## config.mk

```make
export PLATFORM = sky130hd
export DESIGN_NAME = result_display
export DESIGN_NICKNAME = d
export VERILOG_FILES = /design/src/rtl/result_display_pkg.sv /design/src/rtl/result_display_hex7seg.sv /design/src/rtl/result_display.sv
export SDC_FILE = /design/constraint.sdc
export NUM_CORES = 1
export LEC_CHECK = 0
export BUFFER_PORTS_ARGS = -buffer_cell sky130_fd_sc_hd__buf_2
export CELL_PAD_IN_SITES_DETAIL_PLACEMENT = 0
export CELL_PAD_IN_SITES_GLOBAL_PLACEMENT = 1
export CORE_AREA = 10 10 148 82
export DETAILED_ROUTE_END_ITERATION = 6
export DIE_AREA = 0 0 158 92
export GPL_TIMING_DRIVEN = 0
export MAX_ROUTING_LAYER = met4
export PLACE_DENSITY = 0.67
export SLEW_MARGIN = 25
export SYNTH_ARGS = -nofsm -noshare
export SYNTH_HDL_FRONTEND = slang
export SYNTH_SLANG_ARGS = --single-unit
```

## constraint.sdc

```tcl
create_clock -name clk -period 2.9 [get_ports clk]
set_input_delay 0.29 -clock clk [delete_from_list [all_inputs] [get_ports clk]]
set_output_delay 0.29 -clock clk [all_outputs]
set_load 0.05 [all_outputs]
```

## src/rtl/result_display_pkg.sv

```systemverilog
// Shared constants for the result display: default word width, CPU stage codes, segment constants.
package result_display_pkg;
    localparam int DEFAULT_WORD_SIZE = 16;

    localparam logic [2:0] STAGE_FETCH  = 3'd0;
    localparam logic [2:0] STAGE_DECODE = 3'd1;
    localparam logic [2:0] STAGE_EXEC   = 3'd2;
    localparam logic [2:0] STAGE_MEM    = 3'd3;
    localparam logic [2:0] STAGE_WB     = 3'd4;

    localparam logic [6:0] SEG_BLANK = 7'h7F;
    localparam logic       POINT_OFF = 1'b1;

    typedef logic [1:0] digit_idx_t;
endpackage

```

## src/rtl/result_display_hex7seg.sv

```systemverilog
// Combinational hex nibble to active-low {g,f,e,d,c,b,a} segment decode.
module hex7seg (
    input  logic [3:0] nibble,
    output logic [6:0] seg
);
    always_comb begin
        seg = 7'h7F;
        case (nibble)
            4'h0: seg = 7'h40;
            4'h1: seg = 7'h79;
            4'h2: seg = 7'h24;
            4'h3: seg = 7'h30;
            4'h4: seg = 7'h19;
            4'h5: seg = 7'h12;
            4'h6: seg = 7'h02;
            4'h7: seg = 7'h78;
            4'h8: seg = 7'h00;
            4'h9: seg = 7'h10;
            4'hA: seg = 7'h08;
            4'hB: seg = 7'h03;
            4'hC: seg = 7'h46;
            4'hD: seg = 7'h21;
            4'hE: seg = 7'h06;
            4'hF: seg = 7'h0E;
            default: seg = 7'h7F;
        endcase
    end
endmodule

```

## src/rtl/result_display.sv

```systemverilog
// Captures the CPU result/address on entry to write-back and scans them onto a 4-digit
// seven-segment display; segment and digit outputs are registered together.
module result_display
    import result_display_pkg::*;
#(
    parameter int         WORD_SIZE = DEFAULT_WORD_SIZE,
    parameter int         SCAN_DIV  = 50000,
    parameter logic [2:0] WB_STAGE  = STAGE_WB
) (
    input  logic                 clk,
    input  logic                 rst,
    input  logic [2:0]           stage,
    input  logic [7:0]           mAddr,
    input  logic [WORD_SIZE-1:0] outResult,
    input  logic                 showAddr,
    output logic [7:0]           b2d,
    output logic [3:0]           an,
    output logic [7:0]           leds
);
    localparam int PW = (SCAN_DIV > 2) ? $clog2(SCAN_DIV) : 1;

    logic [PW-1:0] presc;
    digit_idx_t    idx;
    logic [15:0]   cap_result;
    logic [7:0]    cap_addr;
    logic [4:0]    cap_cnt;
    logic          point;
    logic [2:0]    stage_q;

    logic          capture;
    logic          scan_tc;
    logic [3:0]    nibble;
    logic          blank;
    logic [6:0]    glyph;
    logic [6:0]    seg_nxt;
    logic          pt_nxt;

    // Only the rising edge into write-back counts, so a held stage captures once.
    assign capture = (stage == WB_STAGE) && (stage_q != WB_STAGE);
    assign scan_tc = (presc == PW'(SCAN_DIV - 1));

    always_ff @(posedge clk) begin
        if (rst) begin
            presc      <= '0;
            idx        <= '0;
            cap_result <= '0;
            cap_addr   <= '0;
            cap_cnt    <= '0;
            point      <= 1'b0;
            stage_q    <= '0;
        end else begin
            stage_q <= stage;
            if (scan_tc) begin
                presc <= '0;
                idx   <= idx + 2'd1;
            end else begin
                presc <= presc + PW'(1);
            end
            if (capture) begin
                cap_result <= outResult[15:0];
                cap_addr   <= mAddr;
                cap_cnt    <= cap_cnt + 5'd1;
                point      <= ~point;
            end
        end
    end

    always_comb begin
        nibble = 4'h0;
        blank  = 1'b0;
        if (!showAddr) begin
            nibble = cap_result[4*idx +: 4];
        end else begin
            case (idx)
                2'd0:    nibble = cap_addr[3:0];
                2'd1:    nibble = cap_addr[7:4];
                default: blank  = 1'b1;
            endcase
        end
    end

    hex7seg u_hex7seg (
        .nibble (nibble),
        .seg    (glyph)
    );

    assign seg_nxt = blank ? SEG_BLANK : glyph;
    assign pt_nxt  = (idx == 2'd0 && point) ? 1'b0 : POINT_OFF;

    always_ff @(posedge clk) begin
        if (rst) begin
            an  <= 4'hF;
            b2d <= 8'hFF;
        end else begin
            an  <= ~(4'b0001 << idx);
            b2d <= {pt_nxt, seg_nxt};
        end
    end

    assign leds = {stage_q, cap_cnt};

    generate
        if (WORD_SIZE > 16) begin : g_wide
            logic unused_hi;
            assign unused_hi = ^outResult[WORD_SIZE-1:16];
        end
    endgenerate
endmodule
```

==> results of run 1 <==
[registers in the layout, indices dropped and copies added (netlist names)]
name / count
idx: 2
b2d: 8
presc: 16
point: 1
cap_addr: 8
an: 4
cap_cnt: 5
cap_result: 16
stage_q: 3
[metal layers]
metal	GRT usage, %	share of wire (%)	wire (um)
met1	15.1	58	4020
met2	12.9	36	2510
met3	4.52	5.1	355
met5	-	0	0
met4	3.22	0.76	53
[stage by stage]
step	utilization (%)	hold slack, ns
after floorplan	-	0.396
after global placement	32.8	0.408
after detailed placement	32.8	0.418
after CTS	35.5	0.193
after global routing	35.5	0.212
final	35.5	0.205
[logic make-up (layout without fill, tap and decap cells)]
logic type | count (synthesis) | in the layout | synth area share, %
buffers and inverters | 21 | 83 | 3.54
adder cells (fa/ha/maj) | 12 | 12 | 5.38
AND/OR/NAND/NOR | 108 | 108 | 18.5
flip-flops | 63 | 63 | 45.2
XOR/XNOR | 21 | 21 | 6.59
AO/OA/AOI/OAI | 25 | 25 | 7.63
multiplexers | 36 | 36 | 13.1
[worst max path at each step]
stage                     slack [ns]                start           endpoint
after floorplan                 0.68  idx[0]$_SDFFE_PP0N_  b2d[6]$_SDFF_PP1_
after global placement          0.26  idx[0]$_SDFFE_PP0N_  b2d[6]$_SDFF_PP1_
after detailed placement        0.27  idx[0]$_SDFFE_PP0N_  b2d[6]$_SDFF_PP1_
after CTS                       0.26  idx[0]$_SDFFE_PP0N_  b2d[6]$_SDFF_PP1_
after global routing            0.08  idx[0]$_SDFFE_PP0N_  b2d[6]$_SDFF_PP1_
final                           0.29  idx[0]$_SDFFE_PP0N_  b2d[6]$_SDFF_PP1_
[worst register-to-register path, cell delays in order, from the launching register on]
cell     delay, ns
dfxtp_1       0.38
buf_6         0.20
inv_1         0.10
ha_1          0.31
a22oi_1       0.25
nand2_1       0.08
nand2_1       0.22
inv_1         0.10
ha_1          0.23
nand3_1       0.11
a21bo_1       0.21
a221o_1       0.30
[synth_stat cells (2+ instances only)]
cell / instances / area share, %
a21o_1: 2 / 0.54
a21oi_1: 2 / 0.36
a221o_1: 2 / 0.72
a22oi_1: 6 / 1.6
and2_1: 2 / 0.45
and3_1: 3 / 0.67
buf_2: 4 / 0.72
buf_6: 2 / 0.81
clkbuf_1: 7 / 0.94
dfxtp_1: 63 / 45
ha_1: 12 / 5.4
inv_1: 8 / 1.1
mux2i_1: 34 / 12
nand2_1: 10 / 1.3
nand2b_1: 5 / 1.1
nand3_1: 8 / 1.4
nand4_1: 6 / 1.3
nor2_1: 57 / 7.7
nor2b_1: 3 / 0.67
nor3_1: 4 / 0.72
o21ai_1: 2 / 0.36
xnor2_1: 10 / 3.1
xor2_1: 11 / 3.5
[area by class of cell]
type | count | area, um^2
Buffer | 13 | 68.8
Clock buffer | 13 | 260
Clock inverter | 1 | 5.00
Fill cell | 1015 | 6270
Inverter | 8 | 30.0
Multi-Input combinational cell | 202 | 1430
Sequential cell | 63 | 1260
Tap cell | 126 | 158
Timing Repair Buffer | 48 | 240
[power by group through the flow]
stage / Combinational [mW] / Clock (mW) / Sequential [mW]
2_1_floorplan: 0.104 / 0 / 0.979
3_3_place_gp: 0.219 / 0 / 0.928
3_5_place_dp: 0.221 / 0 / 0.929
4_1_cts: 0.222 / 0.995 / 0.912
5_1_grt: 0.241 / 1.04 / 0.915
6_report: 0.219 / 0.961 / 0.912
==> impl_summary.txt, run 1 <==
----------------------------------------------------
[Placed design]
  HPWL after detailed placement ... 5.41 mm
  IO buf count ... 48
  Number of placed instances with taps included ... 460
  RePlAce Congestion ... approximately 0.82
  Placement-stage worst setup slack ... 0.271 ns
  Instance area after placement ... roughly 3200 um^2

[Critical path]
  Maximum fanout along the worst path ... 9
  CP Data Arrival Time ... 2.82 ns
  Worst reg2reg path endpoint ... b2d[6]$_SDFF_PP1_
  Setup crit start kind ... flip-flop
  Peak per-stage delay on the critical path ... 0.38 ns
  Kind of cell adding the most delay to the critical path ... compound AO/OA/AOI/OAI gates
  Required time of the critical path ... a little over 3 ns
  Worst Path Buf+Inv ... 3
  Register-to-register setup slack ... 0.29 ns
  Slowest cell on crit path ... dfxtp_1
  Startpoint of the worst register-to-register path ... idx[0]$_SDFFE_PP0N_
  Type of the setup path with the least slack ... flip-flop to flip-flop
  CP Capture Type ... flip-flop
  Cells traversed along the worst timing path ... buf_6, inv_1, ha_1, a22oi_1, nand2_1, nand2_1, inv_1, ha_1, nand3_1, a21bo_1, a221o_1
  Cell count along the critical path ... 11
  Count of cells along the worst register-to-register path ... 11

[Route]
  DRC violations left ... 0
  Average via count per standard cell ... 4.52
  Via count ... ~2,100
  Drt first-iter violations ... 81
  WL final ... 6.95 mm
  Antenna Violating Nets Remaining ... 0
  First-pass detailed-route iteration total ... 4
  Average wire per cell in the routed design ... 14.7 um

[Die]
  Placement row count ... 26
  Floorplan Core Area ... 9730 um^2
  Initial standard-cell utilization of the core ... between 20% and 30%
  Die Span Y ... 92 um
  Area enclosed by the die boundary ... approximately 15,000 um^2
  Number of ports placed on the die boundary ... 50
  Die Wd ... roughly 160 um

[Cells and area]
  Top library cells by usage in the layout, fill and taps aside ... dfxtp_1, nor2_1, buf_2
  Fraction of layout cells with a size suffix above 1 ... between 20% and 30%
  Post-route cell area ... about 3500 um^2
  Layout-stage area growth over the synthesis result ... 23.8%
  Non-filler cells, final ... ~470
  Final #Nets ... 387
  Final antenna diode count ... 0
  Leading cell type in the layout, fill and taps excluded ... dfxtp_1

[Clock network]
  CTS tree ... yes
  Post-cts sizing count ... 0
  Number of buffers created by CTS ... 9
  Clock-pin slew on the worst setup and hold paths ... 0.05 ns
  Number of sinks on the clock net ... 63
  Worst-case clock buffer depth ... 2
  # hold bufs at CTS ... 0
  Clock tree root driver cell ... clkbuf_16
  Buffer count from post-CTS setup fixing ... 0
  Htree depth ... 3
  Clock insertion delay at the later pin of the skew report ... between 0.3 and 0.4 ns

[Timing]
  Actual slew at the worst max-slew pin ... 0.536 ns
  Unrepaired setup endpoints after global routing ... false
  Share of the cycle needed by the critical path after routing ... 90.1%
  Final max-slew violation count ... 0
  Final Worst Setup Slack ... 0.288 ns
  Clock period minus final worst setup slack ... 2.61 ns
  Maximum operating frequency ... 0.383 GHz
  Final setup skew ... roughly 0.0030 ns
  Number of hold violations in the final report ... 0
  Final TNS setup ... 0 ns
  Final setup viols ... 0
  Worst slew slack as a fraction of its limit ... 64.2%

[GRT]
  Aggregate global routing overflow ... 0
  GRT Resource Usage Total ... 10.6%
  Pin count of the biggest net entering global routing ... 11
  Initial antenna violation count ... 0
  Wire length of the first global-routing pass ... 11.5 mm
  Vias in the first global route ... 2,206

[Pwr]
  Total leakage power ... 1.40 nW
  Pwr dens ... 606 nW/um^2
  Internal power summed over all cells ... 1.59 mW
  Switching power ... 0.504 mW
  Sequential cell fraction of total power ... 43.6%
  Clock network power share ... 45.9%
  Switching Fraction ... between 20% and 30%
  Total Power ... 2.09 mW
  Combinational fraction of design power ... 10.5%
  VDD IR-drop max ... ~0.27 mV

[Job]
  Maxcap violations ... 0

[Run status]
  Status ... complete, no violations

[Synthesis]
  Most used DFF post-synth ... dfxtp_1
  Asr flop ratio synth ... 0%
  Post-synthesis cell area ... 2790 um^2
  Seq cells post-synth ... 63
  Per-instance average area after synthesis ... 9.75 um^2
  Synthesized instance count ... ~290
  Synth cell types ... 46
  Number of enable flip-flop cells after synthesis ... 0
  Post-Synthesis Net Count ... 328
  Warnings, synthesis ... 0
  Proportion of synthesized chip area in sequential cells ... 45.2%

[Min path]
  Worst Hold End ... cap_addr[7]$_SDFFE_PP0P_
  Worst min-delay path category ... input pin to flip-flop
  Min-delay src ... mAddr[7]
  Cell depth of the worst hold path ... 3

----------------------------------------------------
Power figures use the tool's default switching activity.
==> inputs of run 2 (changes only) <==
BUFFER_PORTS_ARGS = -buffer_cell sky130_fd_sc_hd__buf_4   (was -buffer_cell sky130_fd_sc_hd__buf_2)
SKIP_LAST_GASP = 1   (was not set)
==> run 2 against run 1 <==
Critical path type unchanged. Clock skew rose by 0.0040 ns. Final cell count rose by 0.21%. First-iteration DRC count rose by 44%. Wire length rose by 0.24%. Die area did not move. Sequential power barely moved. Combinational power rose by 9%. Highest routed layer unchanged. Total power rose by 6.4%.
==> impl_summary.txt, run 2 (synthesized netlist as in run 1, its figures left out) <==
----------------------------------------------------
[Pwr]
  Total Power ... 2.23 mW (+6.4%)
  Pwr dens ... 617 nW/um^2 (+1.9%)
  Total leakage power ... 1.45 nW (+3.9%)
  VDD IR-drop max ... 0.281 mV (+3.2%)

[Route]
  WL final ... 6.96 mm (+0.24%)
  Average via count per standard cell ... 4.41 (-2.3%)
  Average wire per cell in the routed design ... 14.7 um (about the same)
  DRC violations left ... 0 (unchanged)
  First-pass detailed-route iteration total ... 4 (unchanged)
  Antenna Violating Nets Remaining ... 0 (unchanged)
  Via count ... 2,097 (-2.1%)
  Drt first-iter violations ... 117 (+44%)

[Timing]
  Number of hold violations in the final report ... 0 (unchanged)
  Worst slew slack as a fraction of its limit ... 60.5% (-3.7 points)
  Final setup viols ... 0 (unchanged)
  Final setup skew ... 0.00701 ns (+0.00397 ns)
  Unrepaired setup endpoints after global routing ... false
  Actual slew at the worst max-slew pin ... 0.591 ns (+0.0548 ns)
  Final max-slew violation count ... 0 (unchanged)
  Maximum operating frequency ... 0.379 GHz (-1.1%)
  Final TNS setup ... 0 ns (unchanged)
  Clock period minus final worst setup slack ... 2.64 ns (+0.0292 ns)
  Share of the cycle needed by the critical path after routing ... 91.1% (+1.0 points)

[Die]
  Die Wd ... 158 um (unchanged)
  Placement row count ... 26 (unchanged)
  Floorplan Core Area ... 9730 um^2 (unchanged)
  Initial standard-cell utilization of the core ... 28.7% (unchanged)
  Die Span Y ... 92 um (unchanged)
  Area enclosed by the die boundary ... 14,500 um^2 (unchanged)
  Number of ports placed on the die boundary ... 50 (unchanged)

[Clock network]
  Clock-pin slew on the worst setup and hold paths ... 0.05 ns (about the same)
  CTS tree ... yes
  Number of sinks on the clock net ... 63 (unchanged)
  Clock tree root driver cell ... clkbuf_16
  Worst-case clock buffer depth ... 2 (unchanged)
  Post-cts sizing count ... 0 (unchanged)
  Buffer count from post-CTS setup fixing ... 0 (unchanged)
  Number of buffers created by CTS ... 9 (unchanged)
  # hold bufs at CTS ... 0 (unchanged)
  Clock insertion delay at the later pin of the skew report ... 0.33 ns (about the same)
  Htree depth ... 3 (unchanged)

[Cells and area]
  Number of filler instances in the final layout ... 972 (-4.2%)
  Leading registers by flop count ... cap_result x16, presc x16
  Final #Nets ... 387 (unchanged)
  Final antenna diode count ... 0 (unchanged)
  Layout-stage area growth over the synthesis result ... 29.3%
  Leading cell type in the layout, fill and taps excluded ... dfxtp_1
  Top library cells by usage in the layout, fill and taps aside ... dfxtp_1, nor2_1, buf_4
  Multi-input gate area in the final layout ... 1430 um^2 (unchanged)
  Fraction of layout cells with a size suffix above 1 ... 22.1% (+0.51 points)
  FF+latch area ... 1260 um^2 (unchanged)

[GRT]
  Initial antenna violation count ... 0 (unchanged)
  GRT Resource Usage Total ... 10.3% (-0.29 points)
  Aggregate global routing overflow ... 0 (unchanged)
  Vias in the first global route ... 2,074 (-6.0%)
  Wire length of the first global-routing pass ... 11.2 mm (-2.8%)
  Pin count of the biggest net entering global routing ... 11 (unchanged)

[Job]
  Maxcap violations ... 0 (unchanged)

[Run status]
  Status ... complete, no violations

[Critical path]
  Setup crit start kind ... flip-flop
  Required time of the critical path ... 3.11 ns (about the same)
  Maximum fanout along the worst path ... 9 (unchanged)
  CP Data Arrival Time ... 2.85 ns (+0.03 ns)
  CP Capture Type ... flip-flop
  Type of the setup path with the least slack ... flip-flop to flip-flop

[Min path]
  Worst min-delay path category ... input pin to flip-flop

[Placed design]
  IO buf count ... 48 (unchanged)
  HPWL after detailed placement ... 5.41 mm (about the same)
  RePlAce Congestion ... 0.819 (-0.75%)

----------------------------------------------------
[run 2: power by group]
part,internal [mW],switching (mW),leakage [nW]
combinational,0.0965,0.141,0.794
clock,0.705,0.372,0.145
sequential,0.897,0.0148,0.514
[run 2: stage by stage]
step                      std cells  setup WS, ns  cell area, um^2  util (%)  hold slack, ns
after floorplan                 286         0.677             2790         -           0.396
after global placement          460         0.266             3310      34.0           0.408
after detailed placement        460         0.275             3310      34.0           0.410
after CTS                       475         0.252             3610      37.1           0.189
after global routing            475        0.0225             3610      37.1           0.194
final                           475         0.258             3610      37.1           0.195
[run 2: final timing paths]
kind | startpoint | end | slack (ns) | cells past startpoint
worst max-delay path | idx[0]$_SDFFE_PP0N_ | b2d[6]$_SDFF_PP1_ | 0.26 | 11
worst min-delay path | stage[1] | stage_q[1]$_SDFF_PP0_ | 0.20 | 2
worst max register to register | idx[0]$_SDFFE_PP0N_ | b2d[6]$_SDFF_PP1_ | 0.26 | 11
worst min register to register | point$_SDFFE_PP0P_ | b2d[7]$_SDFF_PP1_ | 0.42 | 1
[run 2: final cells by class]
cell class                      instances  share of cell area [%]
Buffer                                 13                    1.91
Clock buffer                           12                    7.11
Clock inverter                          3                    1.18
Inverter                                8                   0.833
Multi-Input combinational cell        202                    39.6
Sequential cell                        63                    35.0
Tap cell                              126                    4.37
Timing Repair Buffer                   48                    9.99
[run 2: routing by layer]
layer | wire length, um | up-vias | track usage [%]
met5 | 0 | - | -
met4 | 17 | 0 | 2.99
met3 | 374 | 2 | 3.96
met2 | 2410 | 45 | 11.5
met1 | 4160 | 957 | 15.7
li1 | - | 1093 | -
[run 2: worst max-delay path, stage by stage, from the launching register on]
cell,delay (ns)
dfxtp_1,0.38
buf_6,0.20
inv_1,0.10
ha_1,0.31
a22oi_1,0.26
nand2_1,0.08
nand2_1,0.20
inv_1,0.12
ha_1,0.24
nand3_1,0.12
a21bo_1,0.21
a221o_1,0.29
==> inputs of run 3 (changes only) <==
ABC_AREA = 1   (was not set)
CORE_AREA = 10 10 152 84   (was 10 10 148 82)
DIE_AREA = 0 0 162 94   (was 0 0 158 92)
PLACE_DENSITY = 0.7   (was 0.67)
TNS_END_PERCENT = 100   (was not set)
==> run 3 against run 2 <==
Synthesized cell count increased by 40%. Clock power decreased by 6%. Synthesized area increased by 6.1%. Largest cell class unchanged.
==> impl_summary.txt, run 3 <==
----------------------------------------------------
[Synthesis]
  Per-instance average area after synthesis ... 7.38 um^2 (-24%)
  Compound-cell area share of the yosys netlist ... 11.9% (+4.2 points)
  Post-Synth Adder-Cell Area ... 5.07% (-0.31 points)
  Multiplexer share of the synthesized area ... 0% (-13 points)
  Most used DFF post-synth ... dfxtp_1
  Warnings, synthesis ... 0 (unchanged)
  Proportion of synthesized chip area in sequential cells ... 42.6% (-2.6 points)
  Library cell with the highest instance count after synthesis ... nand2_1
  Synthesized instance count ... 401 (+40%)
  Seq cells post-synth ... 63 (unchanged)
  Area fraction in and, or, nand and nor cells after synthesis ... 30.5% (+12 points)
  Area share of xor/xnor cells in the synthesized design ... 0.888% (-5.7 points)
  Fraction of post-synthesis cell area in the top cell type by area ... 42.6% (-2.6 points)
  Synth cell types ... 32 (-30%)
  Main combinational cell family by area after synthesis ... simple AND/OR/NAND/NOR gates
  Cell taking the most area after synthesis ... dfxtp_1
  Number of enable flip-flop cells after synthesis ... 0 (unchanged)
  Post-Synthesis Net Count ... 443 (+35%)
  Largest cells by area after synthesis ... dfxtp_1, nand2_1, nor2_1, inv_1, o21ai_0
  Asr flop ratio synth ... 0% (unchanged)
  Post-synthesis cell area ... 2960 um^2 (+6.1%)
  Post-synth top cells ... nand2_1, dfxtp_1, nor2_1

[Critical path]
  Type of the setup path with the least slack ... flip-flop to flip-flop
  Maximum fanout along the worst path ... 8 (-1)
  CP Capture Type ... flip-flop
  CP Data Arrival Time ... 2.46 ns (-0.39 ns)
  Required time of the critical path ... 3.12 ns (about the same)
  Setup crit start kind ... flip-flop

[Timing]
  Worst slew slack as a fraction of its limit ... 67.4% (+6.9 points)
  Maximum operating frequency ... 0.446 GHz (+18%)
  Actual slew at the worst max-slew pin ... 0.488 ns (-0.103 ns)
  Final max-slew violation count ... 0 (unchanged)
  Clock period minus final worst setup slack ... 2.24 ns (-0.399 ns)
  Final TNS setup ... 0 ns (unchanged)
  Number of hold violations in the final report ... 0 (unchanged)
  Unrepaired setup endpoints after global routing ... false
  Share of the cycle needed by the critical path after routing ... 77.3% (-14 points)
  Final setup viols ... 0 (unchanged)
  Fin Hold WS ... 0.164 ns (-0.0315 ns)
  Final setup skew ... 0.00654 ns (-0.000465 ns)

[GRT]
  GRT Resource Usage Total ... 10.4% (+0.036 points)
  Aggregate global routing overflow ... 0 (unchanged)
  Pin count of the biggest net entering global routing ... 11 (unchanged)
  Vias in the first global route ... 2,630 (+27%)
  Initial antenna violation count ... 0 (unchanged)
  Wire length of the first global-routing pass ... 12.3 mm (+10%)

[Die]
  Number of ports placed on the die boundary ... 50 (unchanged)
  Area enclosed by the die boundary ... 15,200 um^2 (+4.8%)
  Floorplan Core Area ... 10,000 um^2 (+3.0%)
  Die Wd ... 162 um (+2.5%)
  Placement row count ... 26 (unchanged)
  Die Span Y ... 94 um (+2.2%)
  Initial standard-cell utilization of the core ... 29.5% (+0.87 points)

[Pwr]
  VDD IR-drop max ... 0.244 mV (-13%)
  Total leakage power ... 1.59 nW (+9.5%)
  Pwr dens ... 574 nW/um^2 (-7.0%)

[Cells and area]
  Non-filler cells, final ... 604 (+27%)
  Leading registers by flop count ... cap_result x16, presc x16
  Leading cell type in the layout, fill and taps excluded ... nand2_1
  Layout-stage area growth over the synthesis result ... 27.9%
  Final #Nets ... 503 (+30%)
  Top library cells by usage in the layout, fill and taps aside ... nand2_1, dfxtp_1, nor2_1
  Fraction of layout cells with a size suffix above 1 ... 20.3% (-1.8 points)
  Number of filler instances in the final layout ... 1,083 (+11%)
  Final antenna diode count ... 0 (unchanged)

[Clock network]
  Clock-pin slew on the worst setup and hold paths ... 0.05 ns (about the same)
  Htree depth ... 3 (unchanged)
  Number of buffers created by CTS ... 9 (unchanged)
  Worst-case clock buffer depth ... 2 (unchanged)
  Buffer count from post-CTS setup fixing ... 0 (unchanged)
  CTS tree ... yes
  Number of sinks on the clock net ... 63 (unchanged)
  Post-cts sizing count ... 0 (unchanged)
  # hold bufs at CTS ... 0 (unchanged)
  Clock insertion delay at the later pin of the skew report ... 0.33 ns (about the same)
  Clock tree root driver cell ... clkbuf_16

[Route]
  Average via count per standard cell ... 4.26 (-3.6%)
  Drt first-iter violations ... 100 (-15%)
  First-pass detailed-route iteration total ... 4 (unchanged)
  WL final ... 7.17 mm (+2.9%)
  Antenna Violating Nets Remaining ... 0 (unchanged)
  Via count ... 2,571 (+23%)
  Average wire per cell in the routed design ... 11.9 um (-19%)
  DRC violations left ... 0 (unchanged)

[Placed design]
  RePlAce Congestion ... 0.784 (-4.2%)
  HPWL after detailed placement ... 5.44 mm (+0.55%)
  IO buf count ... 49 (+2.1%)
  Number of placed instances with taps included ... 590 (+28%)

[Min path]
  Worst min-delay path category ... input pin to flip-flop

[Job]
  Maxcap violations ... 0 (unchanged)

[Run status]
  Status ... complete, no violations

----------------------------------------------------
[run 3: layout make-up]
class	instances	area (um^2)	share of cell area (%)
tap	140	175	4.63
timing repair buffer	49	368	9.71
buffer	12	71.3	1.88
clock buffer	14	284	7.50
inverter	51	196	5.19
multi-input combinational	275	1430	37.8
sequential	63	1260	33.3
[run 3: worst paths after layout]
path / from / to / slack [ns] / depth (start not counted)
worst max-delay path: idx[0]$_SDFFE_PP0N_ / b2d[5]$_SDFF_PP1_ / 0.66 / 11
worst min-delay path: rst / stage_q[1]$_SDFF_PP0_ / 0.16 / 2
worst max register to register: idx[0]$_SDFFE_PP0N_ / b2d[5]$_SDFF_PP1_ / 0.66 / 11
worst min register to register: point$_SDFFE_PP0P_ / b2d[7]$_SDFF_PP1_ / 0.41 / 1
[run 3: layer usage]
layer | vias up | wire [um] | track usage (%)
li1 | 1409 | - | -
met1 | 1128 | 3390 | 11.2
met2 | 27 | 3360 | 17.4
met3 | 7 | 335 | 4.33
met4 | 0 | 80 | 2.71
met5 | - | 0 | -
[run 3: cells by family (layout without fill, tap and decap cells)]
logic type	count (synthesis)	count (layout)
adders and majority gates	12	12
xor gates and xnor gates	3	3
AOI/OAI and AO/OA	66	66
buffers and inverters	63	126
DFF	63	63
and+or+nand+nor	194	194
[run 3: per-stage QoR]
stage | cell area [um^2] | worst slack [ns] | total power, mW | util [%]
finish | 3790 | 0.657 | 2.17 | 37.8
global route | 3790 | 0.457 | 2.28 | 37.8
CTS | 3790 | 0.660 | 2.21 | 37.8
detailed placement | 3500 | 0.680 | 1.18 | 35.0
global placement | 3500 | 0.667 | 1.18 | 35.0
floorplan | 2960 | 1.07 | 1.10 | -
[run 3: report_power, final]
group | total [mW] | leakage [nW] | switching [mW] | internal, mW
sequential | 0.917 | 0.515 | 0.0129 | 0.904
clock | 1.01 | 0.141 | 0.349 | 0.661
combinational | 0.248 | 0.934 | 0.157 | 0.0912
total | 2.17 | 1.59 | 0.518 | 1.66
[run 3: worst max-delay path, stage by stage, from the launching register on]
cell     delay [ns]
dfxtp_1        0.45
inv_1          0.21
ha_1           0.37
nand2_1        0.11
nand3_1        0.08
nand2_1        0.19
inv_1          0.12
ha_1           0.23
nand3_1        0.15
o21ai_0        0.10
nand2_1        0.07
nand2_1        0.05
